[config.mk]
export PLATFORM = sky130hd
export DESIGN_NAME = id_ex_stage
export DESIGN_NICKNAME = d
export VERILOG_FILES = /design/src/rtl/id_ex_stage.sv
export SDC_FILE = /design/constraint.sdc
export NUM_CORES = 1
export LEC_CHECK = 0
export BUFFER_PORTS_ARGS = -buffer_cell sky130_fd_sc_hd__clkbuf_2
export CAP_MARGIN = 30
export CORE_ASPECT_RATIO = 1.2
export CORE_UTILIZATION = 35
export CTS_CLUSTER_DIAMETER = 50
export DETAILED_ROUTE_END_ITERATION = 8
export HOLD_SLACK_MARGIN = 0.08
export SETUP_SLACK_MARGIN = 0.15
export SLEW_MARGIN = 10
export SYNTH_ARGS = -nofsm -noshare
export SYNTH_HDL_FRONTEND = slang
export SYNTH_SLANG_ARGS = --single-unit
[constraint.sdc]
create_clock -name clk -period 3.65 [get_ports clk]
set_clock_uncertainty 0.05 [all_clocks]
set_input_delay 0.5475 -clock clk [delete_from_list [all_inputs] [get_ports clk]]
set_output_delay 0.5475 -clock clk [all_outputs]
set_load 0.01 [all_outputs]
[src/rtl/id_ex_stage.sv]
// ID stage front end and ID/EX pipeline register for the RV32I 5-stage pipeline.
// Decodes the IF/ID instruction, reads operands with a WB->ID bypass, detects
// load-use hazards and registers the result into EX under flush/hold/stall.
module id_ex_stage #(
  parameter int          XLEN      = 32,
  parameter logic [31:0] NOP_INSTR = 32'h00000013
) (
  input  logic            clk,
  input  logic            reset,
  input  logic            id_valid,
  input  logic [XLEN-1:0] id_pc,
  input  logic [31:0]     id_instr,
  output logic [4:0]      rf_rs1,
  output logic [4:0]      rf_rs2,
  input  logic [XLEN-1:0] rf_rd1,
  input  logic [XLEN-1:0] rf_rd2,
  input  logic            wb_regwrite,
  input  logic [4:0]      wb_rd,
  input  logic [XLEN-1:0] wb_data,
  input  logic            ex_flush,
  input  logic            ex_hold,
  output logic            id_stall,
  output logic            ex_valid,
  output logic [XLEN-1:0] ex_pc,
  output logic [31:0]     ex_instr,
  output logic [XLEN-1:0] ex_rs1_val,
  output logic [XLEN-1:0] ex_rs2_val,
  output logic [XLEN-1:0] ex_imm,
  output logic [4:0]      ex_rd,
  output logic [4:0]      ex_rs1,
  output logic [4:0]      ex_rs2,
  output logic            ex_regwrite,
  output logic            ex_memread,
  output logic            ex_memwrite,
  output logic            ex_illegal
);

  localparam logic [6:0] OPC_LUI    = 7'b0110111;
  localparam logic [6:0] OPC_AUIPC  = 7'b0010111;
  localparam logic [6:0] OPC_JAL    = 7'b1101111;
  localparam logic [6:0] OPC_JALR   = 7'b1100111;
  localparam logic [6:0] OPC_BRANCH = 7'b1100011;
  localparam logic [6:0] OPC_LOAD   = 7'b0000011;
  localparam logic [6:0] OPC_STORE  = 7'b0100011;
  localparam logic [6:0] OPC_OPIMM  = 7'b0010011;
  localparam logic [6:0] OPC_OP     = 7'b0110011;

  typedef struct packed {
    logic            valid;
    logic [XLEN-1:0] pc;
    logic [31:0]     instr;
    logic [XLEN-1:0] rs1_val;
    logic [XLEN-1:0] rs2_val;
    logic [XLEN-1:0] imm;
    logic [4:0]      rd;
    logic [4:0]      rs1;
    logic [4:0]      rs2;
    logic            regwrite;
    logic            memread;
    logic            memwrite;
    logic            illegal;
  } idex_t;

  idex_t idex_q, idex_d;

  logic [6:0]      opcode;
  logic [4:0]      rd_fld;
  logic            i31;
  logic            dec_rw, dec_mr, dec_mw, dec_use1, dec_use2, dec_ill;
  logic [XLEN-1:0] dec_imm;
  logic [XLEN-1:0] op1, op2;

  assign opcode = id_instr[6:0];
  assign rd_fld = id_instr[11:7];
  assign i31    = id_instr[31];
  assign rf_rs1 = id_instr[19:15];
  assign rf_rs2 = id_instr[24:20];

  // Opcode decode: control bits, source usage and immediate format.
  always_comb begin
    dec_rw   = 1'b0;
    dec_mr   = 1'b0;
    dec_mw   = 1'b0;
    dec_use1 = 1'b0;
    dec_use2 = 1'b0;
    dec_ill  = 1'b0;
    dec_imm  = '0;
    case (opcode)
      OPC_LUI, OPC_AUIPC: begin
        dec_rw  = 1'b1;
        dec_imm = {id_instr[31:12], 12'b0};
      end
      OPC_JAL: begin
        dec_rw  = 1'b1;
        dec_imm = {{11{i31}}, i31, id_instr[19:12], id_instr[20], id_instr[30:21], 1'b0};
      end
      OPC_JALR, OPC_OPIMM: begin
        dec_rw   = 1'b1;
        dec_use1 = 1'b1;
        dec_imm  = {{20{i31}}, id_instr[31:20]};
      end
      OPC_BRANCH: begin
        dec_use1 = 1'b1;
        dec_use2 = 1'b1;
        dec_imm  = {{19{i31}}, i31, id_instr[7], id_instr[30:25], id_instr[11:8], 1'b0};
      end
      OPC_LOAD: begin
        dec_rw   = 1'b1;
        dec_mr   = 1'b1;
        dec_use1 = 1'b1;
        dec_imm  = {{20{i31}}, id_instr[31:20]};
      end
      OPC_STORE: begin
        dec_mw   = 1'b1;
        dec_use1 = 1'b1;
        dec_use2 = 1'b1;
        dec_imm  = {{20{i31}}, id_instr[31:25], id_instr[11:7]};
      end
      OPC_OP: begin
        dec_rw   = 1'b1;
        dec_use1 = 1'b1;
        dec_use2 = 1'b1;
      end
      default: dec_ill = 1'b1;
    endcase
    // Writes to x0 are architecturally discarded, so treat them as non-writing.
    if (rd_fld == 5'd0) dec_rw = 1'b0;
  end

  // WB->ID bypass covers the register file's write-then-read in the same cycle.
  always_comb begin
    if (rf_rs1 == 5'd0)                          op1 = '0;
    else if (wb_regwrite && (wb_rd == rf_rs1))   op1 = wb_data;
    else                                         op1 = rf_rd1;
    if (rf_rs2 == 5'd0)                          op2 = '0;
    else if (wb_regwrite && (wb_rd == rf_rs2))   op2 = wb_data;
    else                                         op2 = rf_rd2;
  end

  assign id_stall = idex_q.valid & idex_q.memread & (idex_q.rd != 5'd0) & id_valid &
                    ((dec_use1 & (idex_q.rd == rf_rs1)) | (dec_use2 & (idex_q.rd == rf_rs2))) &
                    ~ex_flush & ~ex_hold;

  // Next ID/EX contents: flush beats hold, hold beats stall, otherwise capture.
  always_comb begin
    idex_d = idex_q;
    if (ex_flush || (!ex_hold && id_stall)) begin
      idex_d       = '0;
      idex_d.instr = NOP_INSTR;
    end else if (!ex_hold) begin
      idex_d.valid    = id_valid;
      idex_d.pc       = id_pc;
      idex_d.instr    = id_valid ? id_instr : NOP_INSTR;
      idex_d.rs1_val  = op1;
      idex_d.rs2_val  = op2;
      idex_d.imm      = dec_imm;
      idex_d.rd       = (id_valid && dec_rw) ? rd_fld : 5'd0;
      idex_d.rs1      = (id_valid && dec_use1) ? rf_rs1 : 5'd0;
      idex_d.rs2      = (id_valid && dec_use2) ? rf_rs2 : 5'd0;
      idex_d.regwrite = id_valid & dec_rw;
      idex_d.memread  = id_valid & dec_mr;
      idex_d.memwrite = id_valid & dec_mw;
      idex_d.illegal  = id_valid & dec_ill;
    end
  end

  // ID/EX register with synchronous reset to a bubble.
  always_ff @(posedge clk) begin
    if (reset) begin
      idex_q       <= '0;
      idex_q.instr <= NOP_INSTR;
    end else begin
      idex_q <= idex_d;
    end
  end

  assign ex_valid    = idex_q.valid;
  assign ex_pc       = idex_q.pc;
  assign ex_instr    = idex_q.instr;
  assign ex_rs1_val  = idex_q.rs1_val;
  assign ex_rs2_val  = idex_q.rs2_val;
  assign ex_imm      = idex_q.imm;
  assign ex_rd       = idex_q.rd;
  assign ex_rs1      = idex_q.rs1;
  assign ex_rs2      = idex_q.rs2;
  assign ex_regwrite = idex_q.regwrite;
  assign ex_memread  = idex_q.memread;
  assign ex_memwrite = idex_q.memwrite;
  assign ex_illegal  = idex_q.illegal;

endmodule

==> summary.txt, run 1 <==
Yosys
  • Syn nets: 1093
  • Syn Area/Cell: 9.88 µm²
  • Most common cell in the netlist: dfxtp_1
  • Sequential area share after synthesis: 0.396
  • Cell variety after synth: 53
  • Commonest cells post-synth: dfxtp_1, nor3_2, nand2_1
  • Commonest register cell after synthesis: dfxtp_1
  • Mapped cell area: 0.00911 mm²
  • Synth top area share: 0.396
  • FF+latch count, synth: 180
  • Synth top area cells: dfxtp_1, nor3_2, a311oi_2, a22oi_1, mux2i_1
  • Post-synthesis async set-or-reset flop share: 0
  • Post-synth EDFFs: 0
  • Synth Instances: 922
  • Post-synth top area cell: dfxtp_1
  • Yosys warns: 0

Clock tree
  • Setup Fix Bufs, Post-CTS: 0
  • Post-CTS Hold Fix Bufs: 0
  • CTS buffer count: 17
  • Max Root-Sink Buffers: 2
  • Clock Sinks: 180
  • CTS tree: done
  • Post-CTS sizing: 0
  • CTS clk-pin slew, worst paths: 70 ps
  • Clk Latency, worst-skew pair: 430 ps
  • Root buffer cell: clkbuf_16
  • H-tree depth: 4

Setup path
  • Critical-path top delay cell: dfxtp_1
  • Worst R2R End: ex_imm[11]
  • Worst setup EP type: primary output
  • CP Class: reg2out
  • Setup crit start kind: flop
  • CP Max Fanout: 25
  • Worst setup path endpoint: id_stall
  • FF-to-FF Start: ex_rd[0]
  • Worst path cell trace: xnor2_1 -> nand4_1 -> nor4_2 -> o211ai_4 -> inv_8 -> clkbuf_2
  • Critical path depth: 6
  • Worst EP required: 3050 ps
  • Crit path max-delay family: flip-flops
  • Crit path from: ex_rd[0]
  • Flop2flop setup slack: 1190 ps
  • Worst path max stage delay: 510 ps
  • Path depth of the worst reg2reg path: 7
  • Crit path arrival time: 2250 ps
  • WP buf/inv: 2

Global routing
  • Number of global-route vias before repair: 8171
  • First-pass GRT wire length: 47.2 mm
  • GRT overflow: 0
  • Largest net degree at the start of global routing: 73
  • Initial antenna violation count: 1
  • Total Routing Usage GR: 0.231

Floorplan
  • Ports: 362
  • Core box area: 0.0255 mm²
  • Die W: 149 µm
  • Rows: 64
  • Initial Utilization: 0.356
  • Die footprint: 0.0267 mm²
  • Die Ht: 179 µm

Placed design
  • GP Congestion: 0.849
  • Pre-CTS setup slack: 812 ps
  • Count of buffers from port buffering: 361
  • DP Wirelength: 21.6 mm

Min path
  • Hold Crit Class: in2reg

Run status
  • Outcome: finished clean

Pwr
  • Clk pwr share: 0.405
  • Switching Fraction: 0.289
  • Internal power: 0.00314 W
  • Comb pwr share: 0.133
  • P per Cell Area: 384 mW/mm²
  • NetSw: 0.00128 W
  • Seq pwr share: 0.462
  • Pleak: 4.65 nW
  • Max VDD drop: 0.265 mV

Detailed routing
  • Vias: 8418
  • Post-DR wirelength/cell: 19.8 µm
  • Drt first pass iters: 4
  • Via-to-Cell Ratio: 5.44
  • Initial DRC Count: 533
  • Drt drc: 0
  • Drt total wl: 30.7 mm
  • Antenna Nets Post-Route: 0

STA
  • Final Max Slew Viols: 0
  • Final setup violation count: 0
  • Worst relative slew slack: 0.379
  • Hold Violations, Final: 0
  • Final min period: 2850 ps
  • Final TNS setup: 0 ps
  • Setup ws final: 803 ps
  • Tcrit/Tclk final: 0.780
  • Tightest Pin Transition: 932 ps
  • RSZ-0062 raised after global routing: false
  • Fmax: 351 MHz

Final layout
  • Layout Nets: 1375
  • Layout cells sized above 1: 0.482
  • Sequential cell area: 0.00360 mm²
  • Area grow syn2layout: 26.4%
  • Layout filler cell count: 2540
  • Area of the multi-input gates: 0.00481 mm²

Job
  • Max cap viols: 0
-- flip-flops by register name, indices dropped and copies added, names as in the netlist --
name         flops
ex_rd            5
ex_memwrite      1
ex_illegal       1
ex_imm          32
ex_valid         1
ex_memread       1
ex_pc           32
ex_rs1_val      32
ex_rs1           5
ex_instr        32
ex_regwrite      1
ex_rs2_val      32
ex_rs2           5
-- power by group through the flow --
stage	clock [W]	combinational, W	sequential (W)
after floorplan	0	0.000313	0.00210
after global placement	0	0.000588	0.00209
after detailed placement	0	0.000592	0.00209
after CTS	0.00183	0.000593	0.00204
after global routing	0.00192	0.000641	0.00205
final	0.00179	0.000589	0.00204
-- cell type report --
class                   count  share of cell area
multi-input cells         607               0.418
flip-flops and latches    180               0.313
repair buffers            383               0.177
clock buffers              17              0.0370
well taps                 330              0.0359
clock inverters            15              0.0127
inverters                  15             0.00554
diodes                      1            0.000217
-- how the worst min path moves through the flow --
stage / startpoint / to / cells after the start / slack (ps)
3_5_place_dp: ex_rs2_val[0] / ex_rs2_val[0] / 2 / 420
6_report: id_pc[10] / ex_pc[10] / 3 / 330
2_1_floorplan: ex_rs2_val[31] / ex_rs2_val[31] / 2 / 440
5_1_grt: id_pc[1] / ex_pc[1] / 3 / 330
3_3_place_gp: ex_rs2_val[2] / ex_rs2_val[2] / 2 / 410
4_1_cts: id_pc[10] / ex_pc[10] / 3 / 310
-- through the flow --
step	util	power [W]	cells	instance area, µm²	hold WS, ps
floorplan	-	0.00242	922	9110	444
global placement	0.428	0.00267	1514	10900	411
detailed placement	0.428	0.00268	1514	10900	416
CTS	0.450	0.00447	1546	11500	310
global route	0.451	0.00461	1548	11500	328
finish	0.451	0.00442	1548	11500	329
-- cell usage in the layout, fill, tap and decap left out, types with 3 or more instances in the layout --
| cell type | instances |
|---|---|
| clkbuf_2 | 360 |
| dfxtp_1 | 180 |
| nor3_2 | 106 |
| nand2_1 | 76 |
| nand3_1 | 71 |
| a22oi_1 | 51 |
| a31oi_1 | 39 |
| mux2i_1 | 36 |
| a311oi_2 | 32 |
| and4_1 | 32 |
| a211oi_2 | 21 |
| o221ai_1 | 17 |
| clkbuf_16 | 17 |
| buf_4 | 17 |
| o21ai_0 | 15 |
| inv_1 | 14 |
| a211oi_1 | 13 |
| xor2_1 | 11 |
| xnor2_1 | 9 |
| and2_1 | 8 |
| a21boi_0 | 8 |
| nor3_1 | 7 |
| and3_1 | 6 |
| clkinv_4 | 6 |
| nor2_1 | 5 |
| o22ai_1 | 5 |
| buf_12 | 5 |
| nor2b_1 | 4 |
| inv_6 | 4 |
| nand2b_1 | 3 |
| nor4_1 | 3 |
| o21a_1 | 3 |
-- routing by layer --
layer	share of wire	vias up	track usage
met5	0	-	0
met1	0.41	4001	0.284
met4	0.022	0	0.0791
met3	0.070	39	0.0529
li1	-	4021	-
met2	0.50	357	0.393
-- cells by family after synthesis --
logic type,share of synthesized area
simple gates,0.254
xor+xnor,0.0192
buf+inv,0.0782
flops,0.396
compound gates,0.214
mux,0.0396
-- worst reg2reg max path, cell delays in order, from the launching register on --
cell	delay (ps)
dfxtp_1	510
xnor2_1	160
nand4_1	130
nor4_2	370
o211ai_4	190
inv_8	270
buf_4	530
nor4b_2	120
No activity file was read; power rests on OpenSTA's default activity.
==> inputs of run 2 (changes only) <==
clock period = 2.4 ns   (was 3.65 ns; I/O delays follow)
==> run 2 against run 1 <==
Die area is the same. Cell count grew 2.1%. Sequential power grew 52%. Sequential cell count is the same. Via count grew 1.1%. Worst hold slack lost 200 ps. Largest power group unchanged.
==> summary.txt, run 2 (synthesis results as in run 1) <==
Run status
  • Outcome: finished clean

Placed design
  • GP Congestion: 0.824 (-3.0%)
  • Cells after DPL: 1546 (+2.1%)
  • Dpl cell area: 0.0114 mm² (+3.9%)
  • Count of buffers from port buffering: 361 (unchanged)
  • DP Wirelength: 22.5 mm (+4.2%)

Setup path
  • Crit path max-delay family: flip-flops
  • Worst path cell trace: xnor2_1 -> nand2_1 -> nor4_4 -> o211ai_4 -> inv_8 -> clkbuf_2
  • Worst path max stage delay: 430 ps (-80 ps)
  • WP buf/inv: 2 (unchanged)
  • Flop2flop setup slack: 330 ps (-860 ps)
  • Worst setup EP type: primary output
  • Setup crit start kind: flop
  • Worst EP required: 1990 ps (-1060 ps)
  • Crit path arrival time: 1740 ps (-510 ps)
  • CP Max Fanout: 5 (-80%)
  • CP Class: reg2out
  • Critical-path top delay cell: dfxtp_2

Clock tree
  • Post-CTS Hold Fix Bufs: 0 (unchanged)
  • H-tree depth: 4 (unchanged)
  • Clock Sinks: 180 (unchanged)
  • CTS tree: done
  • Max Root-Sink Buffers: 2 (unchanged)
  • CTS clk-pin slew, worst paths: 70 ps (about the same)
  • Clk Latency, worst-skew pair: 450 ps (+20 ps)
  • Root buffer cell: clkbuf_16
  • CTS buffer count: 17 (unchanged)

Pwr
  • Pleak: 4.89 nW (+5.2%)
  • Max VDD drop: 0.383 mV (+44%)
  • P per Cell Area: 579 mW/mm² (+51%)

Floorplan
  • Die footprint: 0.0267 mm² (unchanged)
  • Initial Utilization: 0.356 (unchanged)
  • Core box area: 0.0255 mm² (unchanged)
  • Die W: 149 µm (unchanged)
  • Die Ht: 179 µm (unchanged)
  • Rows: 64 (unchanged)
  • Ports: 362 (unchanged)

STA
  • Tightest Pin Transition: 699 ps (-233 ps)
  • Final TNS setup: 0 ps (unchanged)
  • Final setup violation count: 0 (unchanged)
  • Final min period: 2150 ps
  • RSZ-0062 raised after global routing: false
  • Final Max Slew Viols: 0 (unchanged)
  • Fmax: 464 MHz
  • Hold Violations, Final: 0 (unchanged)
  • Worst relative slew slack: 0.534 (+0.155)
  • Tcrit/Tclk final: 0.898

Global routing
  • GRT overflow: 0 (unchanged)
  • Largest net degree at the start of global routing: 65 (-11%)
  • Initial antenna violation count: 2 (+1)
  • Number of global-route vias before repair: 8164 (-0.086%)
  • Total Routing Usage GR: 0.234 (+0.00353)
  • First-pass GRT wire length: 47.6 mm (+0.82%)

Final layout
  • Layout cells sized above 1: 0.500 (+0.0173)
  • Area grow syn2layout: 31.7%
  • Fin area: 0.0120 mm² (+4.2%)
  • Finished Layout Cells: 1581 (+2.1%)
  • Util after Layout: 0.469 (+0.0189)
  • Most frequent cells in the layout: clkbuf_2, dfxtp_1, nor3_2
  • Layout Nets: 1407 (+2.3%)
  • Most common cell after layout, fill and taps aside: clkbuf_2

Detailed routing
  • Drt first pass iters: 5 (+1)
  • Post-DR wirelength/cell: 19.7 µm (-0.68%)
  • Drt drc: 0 (unchanged)
  • Initial DRC Count: 398 (-25%)
  • Drt total wl: 31.2 mm (+1.4%)
  • Via-to-Cell Ratio: 5.38 (-0.99%)
  • Vias: 8512 (+1.1%)
  • Antenna Nets Post-Route: 0 (unchanged)

Job
  • Max cap viols: 0 (unchanged)

Min path
  • Hold Crit Class: in2reg
==> run 2: final timing paths <==
path,from,end,cells past startpoint
worst max register to register,ex_rd[4],ex_rs2[3],9
worst max-delay path,ex_rd[4],id_stall,6
worst min-delay path,id_pc[29],ex_pc[29],3
worst min register to register,ex_rs2_val[2],ex_rs2_val[2],2
==> run 2: what timing repair did <==
action,4_1_cts,5_1_grt
cloned,0,0
setup buffers,1,0
gates resized for setup,7,1
pin swaps,1,0
setup endpoints to repair,1,1
==> run 2: per-stage QoR <==
stage	hold slack (ps)	setup WS (ps)	power (W)
finish	133	246	0.00694
global route	122	157	0.00720
CTS	114	227	0.00700
detailed placement	411	178	0.00410
global placement	412	206	0.00409
floorplan	444	350	0.00368
==> run 2: cell type report <==
class                           count  area, µm²
Fill cell                        2479      13600
Multi-Input combinational cell    607       4830
Sequential cell                   180       3610
Timing Repair Buffer              415       2470
Clock buffer                       17        425
Tap cell                          330        413
Clock inverter                     15        170
Inverter                           15       63.8
Antenna cell                        2       5.00
==> run 2: worst reg2reg max path, cell delays in order (launching register included) <==
cell,delay [ps]
dfxtp_2,430
xnor2_1,140
nand2_1,100
nor4_4,300
o211ai_4,130
inv_8,80
buf_4,250
buf_12,210
buf_4,200
nor3_2,60
==> run 2: where the power goes <==
| group | internal [W] | switching [W] |
|---|---|---|
| logic | 0.000361 | 0.000565 |
| clock network | 0.00157 | 0.00134 |
| registers | 0.00306 | 0.0000430 |
==> run 2: metal layers <==
metal / part of all wire / GRT usage / wire (µm)
met4: 0.019 / 0.0774 / 584
met5: 0 / 0 / 0
met3: 0.076 / 0.0641 / 2360
met2: 0.51 / 0.402 / 15800
met1: 0.40 / 0.281 / 12400
==> inputs of run 3 (changes only) <==
ABC_CLOCK_PERIOD_IN_PS = 2400   (was default)
PLACE_DENSITY_LB_ADDON = 0.25   (was default)
==> run 3 against run 2 <==
Clock-buffer cell count up 3. Worst setup slack got worse by 41 ps. Cell count grew 0.13%. Non-clock buffer count rose by 4. Worst hold slack gained 9.2 ps. Core utilization shrank 0.30 points. Critical endpoint unchanged. Clock power is 7% lower. Critical path depth unchanged. Cell area shrank 0.64%. Die area unchanged. Routed wire length shrank 0.43%. First-iteration DRC count grew 13%.
==> summary.txt, run 3 (synthesis results as in run 1) <==
STA
  • Final setup violation count: 0 (unchanged)
  • Worst relative slew slack: 0.402 (-0.132)
  • RSZ-0062 raised after global routing: true
  • Tightest Pin Transition: 897 ps (+198 ps)
  • Final min period: 2190 ps (+40.6 ps)
  • Fmax: 456 MHz (-1.8%)
  • Tcrit/Tclk final: 0.914 (+0.0169)
  • Final TNS setup: 0 ps (unchanged)
  • Final Max Slew Viols: 0 (unchanged)
  • Hold Violations, Final: 0 (unchanged)

Clock tree
  • CTS clk-pin slew, worst paths: 80 ps (about the same)
  • CTS tree: done
  • H-tree depth: 4 (unchanged)
  • Clock Sinks: 180 (unchanged)
  • Max Root-Sink Buffers: 2 (unchanged)
  • Clk Latency, worst-skew pair: 420 ps (-30 ps)
  • Root buffer cell: clkbuf_16
  • CTS buffer count: 17 (unchanged)

Setup path
  • Setup crit start kind: flop
  • Flop2flop setup slack: 400 ps (+70 ps)
  • Worst setup EP type: primary output
  • Worst EP required: 1990 ps (about the same)
  • Crit path arrival time: 1780 ps (+40 ps)
  • CP Max Fanout: 7 (+2)
  • CP Class: reg2out

Final layout
  • Area grow syn2layout: 30.8%
  • Diode count: 0 (-2)
  • Finished Layout Cells: 1583 (+0.13%)
  • Most common cell after layout, fill and taps aside: clkbuf_2
  • Layout cells sized above 1: 0.503 (+0.00319)
  • Most frequent cells in the layout: clkbuf_2, dfxtp_1, nor3_2
  • Layout Nets: 1411 (+0.28%)

Global routing
  • Largest net degree at the start of global routing: 80 (+23%)
  • GRT overflow: 0 (unchanged)
  • Initial antenna violation count: 0 (-2)
  • Total Routing Usage GR: 0.228 (-0.00657)
  • First-pass GRT wire length: 46.7 mm (-1.9%)
  • Number of global-route vias before repair: 8108 (-0.69%)

Placed design
  • GP Congestion: 0.788 (-4.3%)
  • Cells after DPL: 1544 (-0.13%)
  • Count of buffers from port buffering: 361 (unchanged)
  • DP Wirelength: 22.0 mm (-2.3%)

Job
  • Max cap viols: 0 (unchanged)

Floorplan
  • Initial Utilization: 0.356 (unchanged)
  • Die W: 149 µm (unchanged)
  • Die Ht: 179 µm (unchanged)
  • Die footprint: 0.0267 mm² (unchanged)
  • Rows: 64 (unchanged)
  • Ports: 362 (unchanged)
  • Core box area: 0.0255 mm² (unchanged)

Pwr
  • P per Cell Area: 565 mW/mm² (-2.3%)
  • Max VDD drop: 0.393 mV (+2.7%)
  • Pleak: 4.87 nW (-0.49%)

Detailed routing
  • Antenna Nets Post-Route: 0 (unchanged)
  • Post-DR wirelength/cell: 19.6 µm (-0.55%)
  • Vias: 8500 (-0.14%)
  • Drt total wl: 31.0 mm (-0.43%)
  • Initial DRC Count: 451 (+13%)
  • Via-to-Cell Ratio: 5.37 (-0.27%)
  • Drt first pass iters: 7 (+2)
  • Drt drc: 0 (unchanged)

Min path
  • Hold Crit Class: in2reg

Run status
  • Outcome: finished clean
run 3: routing by layer:
metal | track usage | routed length (µm) | up-vias
met5 | 0 | 0 | -
met4 | 0.0638 | 553 | 0
met3 | 0.0562 | 2160 | 27
met2 | 0.391 | 15400 | 331
met1 | 0.281 | 12900 | 4046
li1 | - | - | 4096
run 3: what timing repair did:
| action | in CTS | in global routing |
|---|---|---|
| pin swaps | 1 | 5 |
| endpoints found under the setup margin | 1 | 1 |
| buffers inserted | 0 | 7 |
| hold buffers | 0 | 0 |
| gates resized for setup | 10 | 7 |
run 3: path summary, 6_finish.rpt:
check / startpoint / cells after the start / endpoint
worst max-delay path: ex_rd[2] / 6 / id_stall
worst max register to register: ex_rd[2] / 9 / ex_regwrite
worst min register to register: ex_rs2_val[31] / 2 / ex_rs2_val[31]
worst min-delay path: rf_rd1[3] / 3 / ex_rs1_val[3]
run 3: critical path, stage by stage (launching register included):
cell and delay [ps]:
dfxtp_4 370, xnor2_2 140, nand4_1 160, nor4_4 340, o211ai_4 150, inv_8 100, buf_6 110
run 3: metrics by stage:
step            util  hold slack, ps  total power [W]  cell area [µm²]  setup WS [ps]
2_1_floorplan      -             444          0.00368             9110            350
3_3_place_gp   0.440             409          0.00409            11200            146
3_5_place_dp   0.440             410          0.00410            11200            146
4_1_cts        0.463             125          0.00681            11800            156
5_1_grt        0.466             134          0.00700            11900           93.8
6_report       0.466             143          0.00674            11900            205
run 3: layout make-up:
type	instances	area, µm²
inverters	15	63.8
fillers	2489	13600
clock buffers	20	447
flip-flops and latches	180	3620
multi-input cells	607	4850
well taps	330	413
clock inverters	12	119
repair buffers	419	2400
run 3: where the power goes:
| part | leakage (nW) | switching [W] | internal [W] |
|---|---|---|---|
| Sequential | 1.47 | 0.0000425 | 0.00306 |
| Combinational | 3.14 | 0.000565 | 0.000360 |
| Clock | 0.265 | 0.00132 | 0.00139 |
| Total | 4.87 | 0.00193 | 0.00481 |
